===== src/rtl/cache_controller_if.sv =====
// Bus bundle between the cache controller and its CPU port, tag/data memories
// and the main-memory port. master = controller side, slave = environment side.
interface cache_controller_if #(
   parameter int ADDR_W   = 32,
   parameter int OFFSET_W = 2,
   parameter int IDX_W    = 5,
   parameter int DATA_W   = 32
);
   localparam int TAG_W     = ADDR_W - IDX_W - OFFSET_W;
   localparam int TAG_MEM_W = TAG_W + 2;

   logic                 cpu_req;
   logic                 cpu_we;
   logic [ADDR_W-1:0]    cpu_addr;
   logic [DATA_W-1:0]    cpu_wdata;
   logic                 cpu_ready;
   logic [DATA_W-1:0]    cpu_rdata;

   logic                 tag_we;
   logic [IDX_W-1:0]     idx;
   logic [TAG_MEM_W-1:0] tag_block_in;
   logic [TAG_MEM_W-1:0] tag_block_out;

   logic                 data_we;
   logic [DATA_W-1:0]    data_in;
   logic [DATA_W-1:0]    data_out;

   logic                 mem_req;
   logic                 mem_we;
   logic [ADDR_W-1:0]    mem_addr;
   logic [DATA_W-1:0]    mem_wdata;
   logic                 mem_ack;
   logic [DATA_W-1:0]    mem_rdata;

   modport master (
      input  cpu_req, cpu_we, cpu_addr, cpu_wdata,
      output cpu_ready, cpu_rdata,
      output tag_we, idx, tag_block_in,
      input  tag_block_out,
      output data_we, data_in,
      input  data_out,
      output mem_req, mem_we, mem_addr, mem_wdata,
      input  mem_ack, mem_rdata
   );

   modport slave (
      output cpu_req, cpu_we, cpu_addr, cpu_wdata,
      input  cpu_ready, cpu_rdata,
      input  tag_we, idx, tag_block_in,
      output tag_block_out,
      input  data_we, data_in,
      output data_out,
      input  mem_req, mem_we, mem_addr, mem_wdata,
      output mem_ack, mem_rdata
   );
endinterface


===== src/rtl/cache_controller.sv =====
// Direct-mapped, write-back, write-allocate cache controller with a
// post-reset sweep that invalidates every tag entry.
module cache_controller #(
   parameter int ADDR_W   = 32,
   parameter int OFFSET_W = 2,
   parameter int IDX_W    = 5,
   parameter int DATA_W   = 32
) (
   input  logic               iCLK,
   input  logic               iRST,
   cache_controller_if.master bus
);
   localparam int TAG_W     = ADDR_W - IDX_W - OFFSET_W;
   localparam int TAG_MEM_W = TAG_W + 2;

   localparam logic [2:0] INIT      = 3'd0;
   localparam logic [2:0] IDLE      = 3'd1;
   localparam logic [2:0] COMPARE   = 3'd2;
   localparam logic [2:0] WRITEBACK = 3'd3;
   localparam logic [2:0] ALLOCATE  = 3'd4;

   logic [2:0]       state, next_state;
   logic [IDX_W-1:0] init_cnt;

   logic [TAG_W-1:0]  req_tag;
   logic [IDX_W-1:0]  req_idx;
   logic              req_we;
   logic [DATA_W-1:0] req_wdata;

   logic             stored_valid, stored_dirty, hit;
   logic [TAG_W-1:0] stored_tag;
   logic             unused_offset;

   // Lines are one word wide, so the byte offset never selects anything.
   assign unused_offset = ^bus.cpu_addr[OFFSET_W-1:0];

   assign stored_valid = bus.tag_block_out[TAG_MEM_W-1];
   assign stored_dirty = bus.tag_block_out[TAG_MEM_W-2];
   assign stored_tag   = bus.tag_block_out[TAG_W-1:0];
   assign hit          = stored_valid && (stored_tag == req_tag);

   always_comb begin
      next_state = state;
      case (state)
         INIT:      if (init_cnt == {IDX_W{1'b1}}) next_state = IDLE;
         IDLE:      if (bus.cpu_req) next_state = COMPARE;
         COMPARE: begin
            if (hit)                               next_state = IDLE;
            else if (stored_valid && stored_dirty) next_state = WRITEBACK;
            else                                   next_state = ALLOCATE;
         end
         WRITEBACK: if (bus.mem_ack) next_state = ALLOCATE;
         ALLOCATE:  if (bus.mem_ack) next_state = COMPARE;
         default:   next_state = INIT;
      endcase
   end

   // NOTE: sequential state uses non-blocking assignments so every register
   // samples the pre-edge values, independent of statement order.
   always_ff @(posedge iCLK) begin
      if (iRST) begin
         state    <= INIT;
         init_cnt <= '0;
      end else begin
         state <= next_state;
         if (state == INIT) init_cnt <= init_cnt + 1'b1;
      end
   end

   // NOTE: request registers carry no reset; they are only consumed after
   // being loaded in IDLE, so resetting them would add logic for nothing.
   always_ff @(posedge iCLK) begin
      if (state == IDLE && bus.cpu_req) begin
         req_tag   <= bus.cpu_addr[ADDR_W-1:IDX_W+OFFSET_W];
         req_idx   <= bus.cpu_addr[IDX_W+OFFSET_W-1:OFFSET_W];
         req_we    <= bus.cpu_we;
         req_wdata <= bus.cpu_wdata;
      end
   end

   // NOTE: every output gets a default before the case so no latch is inferred.
   always_comb begin
      bus.cpu_ready    = 1'b0;
      bus.cpu_rdata    = '0;
      bus.tag_we       = 1'b0;
      bus.idx          = (state == INIT) ? init_cnt : req_idx;
      bus.tag_block_in = '0;
      bus.data_we      = 1'b0;
      bus.data_in      = '0;
      bus.mem_req      = 1'b0;
      bus.mem_we       = 1'b0;
      bus.mem_addr     = '0;
      bus.mem_wdata    = '0;
      if (!iRST) begin
         case (state)
            INIT: bus.tag_we = 1'b1;
            COMPARE: begin
               if (hit) begin
                  bus.cpu_ready = 1'b1;
                  if (req_we) begin
                     bus.data_we      = 1'b1;
                     bus.data_in      = req_wdata;
                     bus.tag_we       = 1'b1;
                     bus.tag_block_in = {1'b1, 1'b1, req_tag};
                  end else begin
                     bus.cpu_rdata = bus.data_out;
                  end
               end
            end
            WRITEBACK: begin
               bus.mem_req   = 1'b1;
               bus.mem_we    = 1'b1;
               bus.mem_addr  = {stored_tag, req_idx, {OFFSET_W{1'b0}}};
               bus.mem_wdata = bus.data_out;
            end
            ALLOCATE: begin
               bus.mem_req  = 1'b1;
               bus.mem_addr = {req_tag, req_idx, {OFFSET_W{1'b0}}};
               if (bus.mem_ack) begin
                  // Refill lands clean; a pending store dirties it on re-compare.
                  bus.data_we      = 1'b1;
                  bus.data_in      = bus.mem_rdata;
                  bus.tag_we       = 1'b1;
                  bus.tag_block_in = {1'b1, 1'b0, req_tag};
               end
            end
            default: ;
         endcase
      end
   end
endmodule


===== src/flat_wrapper.sv =====
// flat-port wrapper written by rule: the top's interface ports become plain ports
module cache_controller_flat 
#(
   parameter int ADDR_W   = 32,
   parameter int OFFSET_W = 2,
   parameter int IDX_W    = 5,
   parameter int DATA_W   = 32
)
  (iCLK, iRST, bus_cpu_req, bus_cpu_we, bus_cpu_addr, bus_cpu_wdata, bus_cpu_ready, bus_cpu_rdata, bus_tag_we, bus_idx, bus_tag_block_in, bus_tag_block_out, bus_data_we, bus_data_in, bus_data_out, bus_mem_req, bus_mem_we, bus_mem_addr, bus_mem_wdata, bus_mem_ack, bus_mem_rdata);
  cache_controller_if #(.ADDR_W(ADDR_W), .OFFSET_W(OFFSET_W), .IDX_W(IDX_W), .DATA_W(DATA_W)) bus_i ();
  input  logic iCLK;
  input  logic iRST;
  input wire logic [$bits(bus_i.cpu_req)-1:0] bus_cpu_req;
  input wire logic [$bits(bus_i.cpu_we)-1:0] bus_cpu_we;
  input wire logic [$bits(bus_i.cpu_addr)-1:0] bus_cpu_addr;
  input wire logic [$bits(bus_i.cpu_wdata)-1:0] bus_cpu_wdata;
  output wire logic [$bits(bus_i.cpu_ready)-1:0] bus_cpu_ready;
  output wire logic [$bits(bus_i.cpu_rdata)-1:0] bus_cpu_rdata;
  output wire logic [$bits(bus_i.tag_we)-1:0] bus_tag_we;
  output wire logic [$bits(bus_i.idx)-1:0] bus_idx;
  output wire logic [$bits(bus_i.tag_block_in)-1:0] bus_tag_block_in;
  input wire logic [$bits(bus_i.tag_block_out)-1:0] bus_tag_block_out;
  output wire logic [$bits(bus_i.data_we)-1:0] bus_data_we;
  output wire logic [$bits(bus_i.data_in)-1:0] bus_data_in;
  input wire logic [$bits(bus_i.data_out)-1:0] bus_data_out;
  output wire logic [$bits(bus_i.mem_req)-1:0] bus_mem_req;
  output wire logic [$bits(bus_i.mem_we)-1:0] bus_mem_we;
  output wire logic [$bits(bus_i.mem_addr)-1:0] bus_mem_addr;
  output wire logic [$bits(bus_i.mem_wdata)-1:0] bus_mem_wdata;
  input wire logic [$bits(bus_i.mem_ack)-1:0] bus_mem_ack;
  input wire logic [$bits(bus_i.mem_rdata)-1:0] bus_mem_rdata;
  assign bus_i.cpu_req = bus_cpu_req;
  assign bus_i.cpu_we = bus_cpu_we;
  assign bus_i.cpu_addr = bus_cpu_addr;
  assign bus_i.cpu_wdata = bus_cpu_wdata;
  assign bus_cpu_ready = bus_i.cpu_ready;
  assign bus_cpu_rdata = bus_i.cpu_rdata;
  assign bus_tag_we = bus_i.tag_we;
  assign bus_idx = bus_i.idx;
  assign bus_tag_block_in = bus_i.tag_block_in;
  assign bus_i.tag_block_out = bus_tag_block_out;
  assign bus_data_we = bus_i.data_we;
  assign bus_data_in = bus_i.data_in;
  assign bus_i.data_out = bus_data_out;
  assign bus_mem_req = bus_i.mem_req;
  assign bus_mem_we = bus_i.mem_we;
  assign bus_mem_addr = bus_i.mem_addr;
  assign bus_mem_wdata = bus_i.mem_wdata;
  assign bus_i.mem_ack = bus_mem_ack;
  assign bus_i.mem_rdata = bus_mem_rdata;
  cache_controller #(.ADDR_W(ADDR_W), .OFFSET_W(OFFSET_W), .IDX_W(IDX_W), .DATA_W(DATA_W)) u_core (.iCLK(iCLK), .iRST(iRST), .bus(bus_i));
endmodule

===== config.mk =====
export PLATFORM = sky130hd
export DESIGN_NAME = cache_controller_flat
export DESIGN_NICKNAME = d
export VERILOG_FILES = /design/src/rtl/cache_controller_if.sv /design/src/rtl/cache_controller.sv /design/src/flat_wrapper.sv
export SDC_FILE = /design/constraint.sdc
export NUM_CORES = 1
export LEC_CHECK = 0
export ABC_AREA = 1
export CORE_AREA = 5 5 124 126
export CTS_CLUSTER_DIAMETER = 150
export CTS_CLUSTER_SIZE = 40
export DETAILED_ROUTE_END_ITERATION = 16
export DIE_AREA = 0 0 129 131
export PLACE_DENSITY_LB_ADDON = 0.2
export SYNTH_ARGS = -nofsm -noshare
export SYNTH_HDL_FRONTEND = slang
export SYNTH_SLANG_ARGS = --single-unit
export TNS_END_PERCENT = 1

===== constraint.sdc =====
create_clock -name iCLK -period 5.4 [get_ports iCLK]
set_input_delay 1.08 -clock iCLK [delete_from_list [all_inputs] [get_ports iCLK]]
set_output_delay 1.08 -clock iCLK [all_outputs]
set_load 0.1 [all_outputs]

Yosys cells after proc, flatten, opt, wreduce, memory -nomap -nowiden
Index checks and enable logic that the tools add are counted.
Word-level totals
  bits of input ports: 160
  word-level logic and storage cells: 63
  register bits after elaboration: 71
  output and inout port bits: 165
Cells by class
  reductions and logical operators: 6
  equality and inequality tests: 10
  multiplexer cells: 40
  $add $sub $neg: 1
Operators with widths (count)
  32-bit 2-to-1 mux: 11
  32-bit case mux with 2 select lines: 2
  27-bit 2-to-1 mux: 4
  27-bit case mux with 2 select lines: 1
  25-bit equality test: 1
  3-bit 2-to-1 mux: 6
  3-bit case mux with 5 select lines: 1
  1-bit 2-to-1 mux: 12
  3-bit by 2-bit equality test with 1-bit output (second input constant): 2
  2-bit != test (second input constant): 3
  5-bit by 1-bit adder with 5-bit output (second input constant): 1
  5-bit equality test (second input constant): 1
  5-bit 2-to-1 mux: 1
  4-bit AND reduction: 1
  3-bit by 1-bit equality test with 1-bit output (second input constant): 1
  3-bit equality test (second input constant): 1
  1-bit logical AND: 3
  3-bit logical NOT: 1
  1-bit case mux with 3 select lines: 1
  2-bit by 1-bit != test with 1-bit output (second input constant): 1
  1-bit case mux with 2 select lines: 1
  2-bit OR reduction: 1

Longest topological paths before layout
Gate-level depths: netlist of run 1.
  word-level depth: 5
  depth in mapped cells: 14
  mapped depth without buffers: 13

Worst setup path before layout of run 1
No wires, ideal clock.
  kind: input to output
  start: input iRST
  end: output bus_mem_addr[2]
  data required time: 4.320 ns
  arrival time: 4.432 ns
  cell stages on the path: 4
  setup slack: -0.112 ns
  buffers on the path: 1
  cells stage by stage: clkbuf_1 -> a21oi_1 -> inv_1 -> nor2_1
On the way
  cells in the longest elaborated chain, start to end: 1
Ends and longest elaborated chain
  from (decl): line flat_wrapper.sv:12  | input logic iRST;
  32-bit 2-to-1 mux: line cache_controller.sv:94  | if (!iRST) begin
  to (decl): line flat_wrapper.sv:28  | output wire logic [$bits(bus_i.mem_addr)-1:0] bus_mem_addr;
No other way between the ends.

Worst setup path after layout of run 1
  start: input bus_tag_block_out[26]
  end: output bus_tag_block_in[2]
On the way
  cells in the longest elaborated chain, start to end: 4
Ends and longest elaborated chain
  from (decl): line flat_wrapper.sv:22  | input wire logic [$bits(bus_i.tag_block_out)-1:0] bus_tag_block_out;
  1-bit logical AND: line cache_controller.sv:40  | assign hit = stored_valid && (stored_tag == req_tag);
  27-bit 2-to-1 mux: line cache_controller.sv:98  | if (hit) begin
  27-bit case mux with 2 select lines: line cache_controller.sv:95  | case (state)
  27-bit 2-to-1 mux: line cache_controller.sv:94
  to (decl): line flat_wrapper.sv:21  | output wire logic [$bits(bus_i.tag_block_in)-1:0] bus_tag_block_in;
No other way between the ends.

==> results_dict.tcl, run 1 <==
set metrics [dict create \
    crit_required_ns 4.32 \
    clock_skew_ns 0.00372 \
    fin_ws_ns 0.748 \
    syn_area_per_cell_um2 7.91 \
    io_pins 325 \
    maxCapViolCount 0 \
    postSynthCellCount 590 \
    dieArea_um2 16900 \
    finalPower_mw 1.59 \
    p_seq_share_pct 41.0 \
    hold_path_class "reg -> reg" \
    fin_nets 1057 \
    grt_pass1_wl_mm 26.1 \
    yosys.area.top_type_share_pct 40.5 \
    grt_setup_unrepaired "no" \
    syn_area_um2 4670 \
    p_switching_mw 0.452 \
    cts_setup_buffers 0 \
    io_buffers 320 \
    drc_errors 0 \
    drtPass1Iterations 4 \
    layout_min_cycle_time_ns 4.65 \
    gp_congestion 0.846 \
    wl_met2_mm 9.22 \
    crit_path_end_kind "primary output" \
    power_density_nw_per_um2 184 \
    synth-seq-area-share_pct 44.0 \
    rows 44 \
    via_count 5068 \
    layout_common_cells "161 x clkdlybuf4s50_1, 109 x buf_4, 105 x nand2_1" \
    mostFrequentLayoutCell "clkdlybuf4s50_1" \
    wirelength_mm 17.8 \
    synthTopCellsByArea "edfxtp_1 41%, nand2_1 8.4%, inv_1 7.1%, nor2_1 6.0%, nor2_2 4.8%" \
    cts_num_sinks 71 \
    async_flop_share_pct 0 \
    root_buffer "clkbuf_16" \
    synth_edf_count 63 \
    pre_cts_ws_ns 0.716 \
    layout-drive-gt1-share_pct 29.4 \
    syn2layout_area_growth_pct 85.3 \
    wl_met1_mm 6.61 \
    grt_use_total_pct 19.9 \
    via_per_inst 4.68 \
    top_layer "met4" \
    n_fill_cell 1263 \
    p_sw_share_pct 28.3 \
    die_width_um 129 \
    start_util_pct 32.9 \
    run_status "complete, no violations" \
    critPathLaunchType "input port" \
    path_clk_slew_ns 0.06 \
    dp_hpwl_mm 14.2 \
    hold_buffers 0 \
    ant_nets 0 \
    yosysUniqueCellTypes 35 \
    drtIter0Drc 232 \
    crit_type "in -> out" \
    die_h_um 131 \
    p_int_mw 1.14 \
    vdd_drop_max_uv 185 \
    synthFlopType "edfxtp_1" \
    clock_path_buffers 2 \
    max_freq_mhz 215 \
    cts_made_buffers 9 \
    p_comb_share_pct 21.8 \
    design_area_um2 8650 \
    ys_warn_count 0 \
    grt_max_degree 53 \
    htreeDepth 3 \
    crit_arrival_ns 3.57 \
    finalSetupTns_ns 0 \
    ys_ff_latch 71 \
    instances_no_fill 1084 \
    hold_viol 0 \
    diodes 0 \
    avgRoutedWirePerCell_um 16.5 \
    slew_violations 0 \
    grt_overflow 0 \
    worstPathMaxFanout 19 \
    tightest_slew_ns 0.998 \
    setup-violations-final 0 \
    cts.repair.resized 0 \
    grt_pass1_vias 4798 \
    slew_headroom_pct 33.3 \
    routed-wl-met3_mm 1.59 \
    dp_cells 1068 \
    placed_area_um2 8350 \
    synth.largest_area_cell "edfxtp_1" \
    cts_tree "built" \
    fin_crit_sh_pct 86.1 \
    core_um2 14200 \
    clkLatencyLatePin_ns 0.33 \
    p_leak_nw 3.68 \
    antenna_found_initial 0 \
    clock_power_share_pct 37.2 \
]
==> critical path, cell delays in order <==
cell and delay [ns]:
clkdlybuf4s50_1 0.50, a21boi_1 0.26, nand2_1 0.13, nor2_4 0.14, nand3_4 0.10, nor2_8 0.24
nand3_1 0.11, nand2_1 0.09, nand2_2 0.17, buf_4 0.31, nor2_1 0.21, buf_12 0.21
==> metrics by stage <==
| step | hold WS (ns) | utilization [%] |
|---|---|---|
| final | 0.509 | 60.9 |
| after global routing | 0.533 | 60.9 |
| after CTS | 0.515 | 60.9 |
| after detailed placement | 0.492 | 58.8 |
| after global placement | 0.489 | 58.8 |
| after floorplan | 0.452 | - |
==> synthesized netlist by cell type (4+ instances only) <==
master and count:
buf_2 4, nor2_1 75, edfxtp_1 63, nor2_2 36, a21oi_1 37, nor2_4 12
o21ai_1 5, o21ai_0 10, inv_2 22, nor3_1 5, dfxtp_1 8, o32ai_1 17
a32o_1 8, nand2_1 105, nand3_1 6, nand4_1 33, clkbuf_1 23, inv_1 88
xnor2_1 7
==> power groups by stage <==
stage / Combinational, mW / Sequential (mW) / Clock, mW
global placement: 0.345 / 0.663 / 0
global route: 0.374 / 0.657 / 0.631
CTS: 0.350 / 0.653 / 0.606
finish: 0.348 / 0.653 / 0.594
detailed placement: 0.348 / 0.664 / 0
floorplan: 0.183 / 0.662 / 0
==> sequential cells by signal, indices dropped and copies added, names as in the netlist <==
register,cells
u_core.req_we,1
u_core.init_cnt,5
u_core.req_tag,25
u_core.state,3
u_core.req_wdata,32
u_core.req_idx,5
==> final cells by class <==
cell class / instances / area (um2) / share of cell area (%)
timing repair buffer: 331 / 3640 / 42.0
sequential: 71 / 2050 / 23.7
multi-input combinational: 372 / 2020 / 23.4
inverter: 110 / 413 / 4.77
tap: 184 / 230 / 2.66
clock buffer: 9 / 225 / 2.60
clock inverter: 7 / 72.6 / 0.839
==> final timing paths <==
path / startpoint / endpoint / slack (ns) / cells after the start
worst max register to register: u_core.state[0] / u_core.req_wdata[28] / 3.07 / 5
worst min-delay path: u_core.init_cnt[3] / u_core.init_cnt[3] / 0.51 / 2
worst max-delay path: bus_tag_block_out[26] / bus_tag_block_in[2] / 0.75 / 12
worst min register to register: u_core.init_cnt[3] / u_core.init_cnt[3] / 0.51 / 2
==> per-layer routing <==
metal | vias to the layer above | global-route usage, %
met5 | - | 0
met4 | 0 | 7.16
met3 | 23 | 5.45
met2 | 232 | 35.9
met1 | 2289 | 22.5
li1 | 2524 | -
==> cells by family (layout without fill, tap and decap cells) <==
logic type | after synthesis | count (layout) | synth area share [%]
AND/OR/NAND/NOR | 279 | 279 | 29.6
buffers and inverters | 148 | 457 | 13.3
AO/OA/AOI/OAI | 82 | 82 | 11.3
flip-flops | 71 | 71 | 44.0
XOR/XNOR | 7 | 7 | 1.31
adder cells (fa/ha/maj) | 2 | 2 | 0.536
other | 1 | 2 | 0.0803
Power figures use the tool's default switching activity.
==> run 2, diff against run 1 <==
- CORE_AREA: 5 5 124 126 -> 4 4 123 125
- DIE_AREA: 0 0 129 131 -> 0 0 127 129
==> results_dict.tcl, run 2 (synthesis gave the netlist of run 1 again) <==
set metrics [dict create \
    run_status "complete, no violations" \
    root_buffer "clkbuf_16" \
    start_util_pct 33.6 \
    r2r-end "u_core.req_wdata[16]" \
    fin_nets 1054 \
    hold_path_class "reg -> reg" \
    mostFrequentLayoutCell "clkdlybuf4s50_1" \
    slew_headroom_pct 34.5 \
    clkLatencyLatePin_ns 0.33 \
    design_area_um2 8620 \
    cts_made_buffers 9 \
    via_per_inst 4.60 \
    layout-drive-gt1-share_pct 29.2 \
    grt_pass1_vias 4710 \
    finalSetupTns_ns 0 \
    grt_overflow 0 \
    htreeDepth 3 \
    crit_type "in -> out" \
    slew_violations 0 \
    core_um2 13900 \
    wirelength_mm 17.9 \
    regMostFlops "u_core.req_wdata" \
    finalPower_mw 1.58 \
    largest_reg_flops 32 \
    top_regs "u_core.req_wdata (32), u_core.req_tag (25)" \
    grt_max_degree 51 \
    maxCapViolCount 0 \
    layout_common_cells "161 x clkdlybuf4s50_1, 106 x buf_4, 105 x nand2_1" \
    ant_nets 0 \
    dp_hpwl_mm 14.2 \
    power_density_nw_per_um2 183 \
    placed_area_um2 8320 \
    r2r_slack_ns 2.98 \
    hp-start "u_core.init_cnt[0]" \
    fin_crit_sh_pct 86.9 \
    syn2layout_area_growth_pct 84.6 \
    antenna_found_initial 0 \
    final_util_pct 62.1 \
    avgRoutedWirePerCell_um 16.6 \
    hold_viol 0 \
    drtPass1Iterations 5 \
    crit_arrival_ns 3.61 \
    hold_depth 2 \
    cts_tree "built" \
    crit_required_ns 4.32 \
    layout_min_cycle_time_ns 4.69 \
    grt_use_total_pct 20.7 \
    io_pins 325 \
    clock_skew_ns 0.00664 \
    reg2reg_from "u_core.state[0]" \
    tightest_slew_ns 0.980 \
    die_h_um 129 \
    cts_num_sinks 71 \
    hold_ws_ns 0.511 \
    pre_cts_ws_ns 0.658 \
    rows 43 \
    dp_cells 1061 \
    worstPathMaxFanout 27 \
    vdd_drop_max_uv 186 \
    io_buffers 320 \
    cts_setup_buffers 0 \
    grt_pass1_wl_mm 26.3 \
    via_count 4963 \
    hold_buffers 0 \
    crit_path_end_kind "primary output" \
    setup-violations-final 0 \
    die_width_um 127 \
    grt_setup_unrepaired "no" \
    drtIter0Drc 261 \
    gp_congestion 0.832 \
    fin_ws_ns 0.705 \
    reg2regPathDepth 5 \
    drc_errors 0 \
    cts.repair.resized 0 \
    instances_no_fill 1078 \
    clock_path_buffers 2 \
    p_leak_nw 3.67 \
    path_clk_slew_ns 0.06 \
    dieArea_um2 16400 \
    holdPathEnd "u_core.init_cnt[0]" \
    max_freq_mhz 213 \
    critPathLaunchType "input port" \
]
-- run 2: changes by cell type in the layout (fill, tap and decap cells not counted) --
cell / before / now
buf_4: 109 / 106
clkinv_1: 1 / 0
clkinv_4: 2 / 1
diode_2: 0 / 1
clkinv_2: 1 / 3
inv_6: 1 / 0
clkbuf_1: 0 / 1
-- run 2: how the worst max path moves through the flow --
| stage | start | slack (ns) | endpoint | cells after the start |
|---|---|---|---|---|
| floorplan | iRST | 0.46 | bus_mem_addr[11] | 4 |
| global route | bus_tag_block_out[0] | 0.48 | bus_tag_block_in[2] | 14 |
| detailed placement | bus_tag_block_out[23] | 0.66 | bus_tag_block_in[21] | 14 |
| finish | bus_tag_block_out[0] | 0.71 | bus_tag_block_in[3] | 14 |
| CTS | bus_tag_block_out[23] | 0.65 | bus_tag_block_in[21] | 14 |
| global placement | bus_tag_block_out[23] | 0.69 | bus_tag_block_in[19] | 14 |
-- run 2: routing by layer --
metal	track usage [%]	up-vias	wire length (um)
met3	6.27	26	1460
met2	37.0	211	9250
met1	23.4	2202	6720
li1	-	2524	-
met5	0	-	0
met4	7.38	0	488
-- run 2: cell type report --
| class | count | area, um2 |
|---|---|---|
| fill | 1183 | 5270 |
| timing repair buffer | 328 | 3610 |
| sequential | 71 | 2050 |
| multi-input combinational | 372 | 2020 |
| inverter | 110 | 413 |
| clock buffer | 10 | 229 |
| tap | 180 | 225 |
| clock inverter | 6 | 61.3 |
| antenna | 1 | 2.50 |
-- run 2: power by group --
part           leakage (nW)  internal [mW]  switching [mW]
logic                  2.89          0.149           0.194
clock network         0.142          0.356           0.224
registers             0.634          0.636          0.0184
-- run 2: critical path, stage by stage --
cell and delay [ns]:
clkdlybuf4s50_1 0.46, inv_1 0.06, nand2_1 0.06, nand2_1 0.06
inv_2 0.06, nand2_1 0.06, nor2_2 0.19, nand3_4 0.11
nor2_8 0.24, nand3_1 0.10, nand2_1 0.08, nand2_2 0.41
nor2_1 0.37, buf_12 0.22
==> run 3, diff against run 2 <==
--- a/config.mk
+++ b/config.mk
@@ -8,3 +8,3 @@
 export ABC_AREA = 1
-export CORE_AREA = 4 4 123 125
+export CORE_AREA = 2 2 128 130
 export CTS_CLUSTER_DIAMETER = 150
@@ -12,3 +12,4 @@
 export DETAILED_ROUTE_END_ITERATION = 16
-export DIE_AREA = 0 0 127 129
+export DIE_AREA = 0 0 130 132
+export HOLD_SLACK_MARGIN = 0.02
 export PLACE_DENSITY_LB_ADDON = 0.2
==> constraint.sdc (replaced) <==
create_clock -name iCLK -period 5.4 [get_ports iCLK]
set_input_delay 1.62 -clock iCLK [delete_from_list [all_inputs] [get_ports iCLK]]
set_output_delay 1.62 -clock iCLK [all_outputs]
set_load 0.1 [all_outputs]
==> results_dict.tcl, run 3 (synthesis gave the netlist of run 1 again) <==
set metrics [dict create \
    run_status "complete, no violations" \
    hold_buffers 0 \
    design_area_um2 10600 \
    tightest_slew_ns 1.22 \
    largest_reg_flops 32 \
    crit_type "in -> out" \
    hold_ws_ns 0.505 \
    hp-start "u_core.init_cnt[2]" \
    power_density_nw_per_um2 160 \
    path_clk_slew_ns 0.06 \
    die_h_um 132 \
    hold_viol 0 \
    vdd_drop_max_uv 160 \
    clkLatencyLatePin_ns 0.33 \
    crit_arrival_ns 3.69 \
    fin_ws_ns 0.0855 \
    n_fill_cell 1203 \
    hold_path_class "reg -> reg" \
    slew_headroom_pct 18.6 \
    drtIter0Drc 162 \
    cp-startpoint "bus_tag_block_out[2]" \
    cts_tree "built" \
    rows 46 \
    grt_overflow 0 \
    avgRoutedWirePerCell_um 16.8 \
    via_per_inst 4.63 \
    top_regs "u_core.req_wdata (32), u_core.req_tag (25)" \
    setup-violations-final 0 \
    root_buffer "clkbuf_16" \
    fin_nets 1082 \
    max_freq_mhz 188 \
    htreeDepth 3 \
    die_width_um 130 \
    finalSetupTns_ns 0 \
    ant_nets 0 \
    cts_num_sinks 71 \
    layout-drive-gt1-share_pct 38.3 \
    final_util_pct 67.5 \
    io_pins 325 \
    dp_cells 1119 \
    via_count 5285 \
    drtPass1Iterations 5 \
    p_leak_nw 4.39 \
    pre_cts_ws_ns -0.0958 \
    crit_family "simple AND/OR/NAND/NOR gates" \
    io_buffers 320 \
    regMostFlops "u_core.req_wdata" \
    regArea_um2 2050 \
    maxCapViolCount 0 \
    slowest_delay_ns 0.42 \
    grt_pass1_wl_mm 27.8 \
    syn2layout_area_growth_pct 127 \
    dieArea_um2 17200 \
    grt_use_total_pct 21.1 \
    cts_made_buffers 9 \
    layout_min_cycle_time_ns 5.31 \
    crit_path_end_kind "primary output" \
    critPathLaunchType "input port" \
    wirelength_mm 19.2 \
    clock_path_buffers 2 \
    grt_pass1_vias 5160 \
    path_buf_inv 4 \
    finalPower_mw 1.70 \
    worstPathMaxFanout 7 \
    start_util_pct 29.7 \
    slew_violations 0 \
    multi_input_area_um2 2390 \
    clock_skew_ns 0.00594 \
    placed_area_um2 9880 \
    grt_max_degree 44 \
    dp_hpwl_mm 14.8 \
    crit_required_ns 3.78 \
    fin_crit_sh_pct 98.4 \
    drc_errors 0 \
    gp_congestion 0.789 \
    antenna_found_initial 1 \
    core_um2 15700 \
    reg2reg_from "u_core.state[0]" \
    path_cells "clkdlybuf4s50_1 > inv_1 > nand2_1 > nand2_2 > nand3_1 > nor2_2 > nand2_4 > nor2_8 > nand3_2 > nand2_2 > nand2_4 > clkbuf_16 > nor2_4 > buf_12" \
    mostFrequentLayoutCell "buf_12" \
    slowest_stage "clkdlybuf4s50_1" \
    instances_no_fill 1142 \
    layout_common_cells "157 x buf_12, 136 x clkdlybuf4s50_1, 98 x nand2_1" \
]
[run 3: changes by cell type in the layout (fill, tap and decap cells not counted), moves of 13 or more]
cell and delta:
dlymetal6s2s_1 +24, clkdlybuf4s50_1 -25, o32ai_2 +17, nor2_1 -13, buf_12 +97, o32ai_1 -17
nor2_4 +25, buf_4 -72
[run 3: cell type report]
type,instances,area share [%]
Multi-Input combinational cell,372,22.6
Inverter,110,3.89
Tap cell,216,2.55
Sequential cell,71,19.3
Antenna cell,1,0.0236
Clock inverter,6,1.04
Timing Repair Buffer,356,48.4
Clock buffer,10,2.16
[run 3: what timing repair did]
item	4_1_cts	5_1_grt
setup buffers	1	3
resized for setup	24	77
endpoints found under the setup margin	48	89
cloned	0	3
pin swaps	2	20
[run 3: path summary, 6_finish.rpt]
check | end | slack (ns) | cells past startpoint
hold / removal | u_core.init_cnt[2] | 0.50 | 1
hold reg to reg | u_core.init_cnt[2] | 0.50 | 1
setup / recovery | bus_tag_block_in[22] | 0.09 | 14
setup reg to reg | u_core.req_we | 3.33 | 5
[run 3: worst register-to-register path, cell delays in order, from the launching register on]
cell     delay [ns]
dfxtp_1        0.43
inv_1          0.11
nor3_1         0.20
inv_1          0.12
nor2_4         0.52
buf_12         0.32
[run 3: where the power goes]
group | internal, mW | total [mW] | switching [mW]
Clock | 0.451 | 0.684 | 0.234
Sequential | 0.635 | 0.657 | 0.0211
Combinational | 0.154 | 0.361 | 0.207
Total | 1.24 | 1.70 | 0.462
[run 3: per-layer routing]
layer | GRT usage, % | vias up | routed length [um]
li1 | - | 2581 | -
met1 | 21.9 | 2419 | 6560
met2 | 39.5 | 258 | 10400
met3 | 7.39 | 27 | 1800
met4 | 5.56 | 0 | 461
met5 | 0 | - | 0
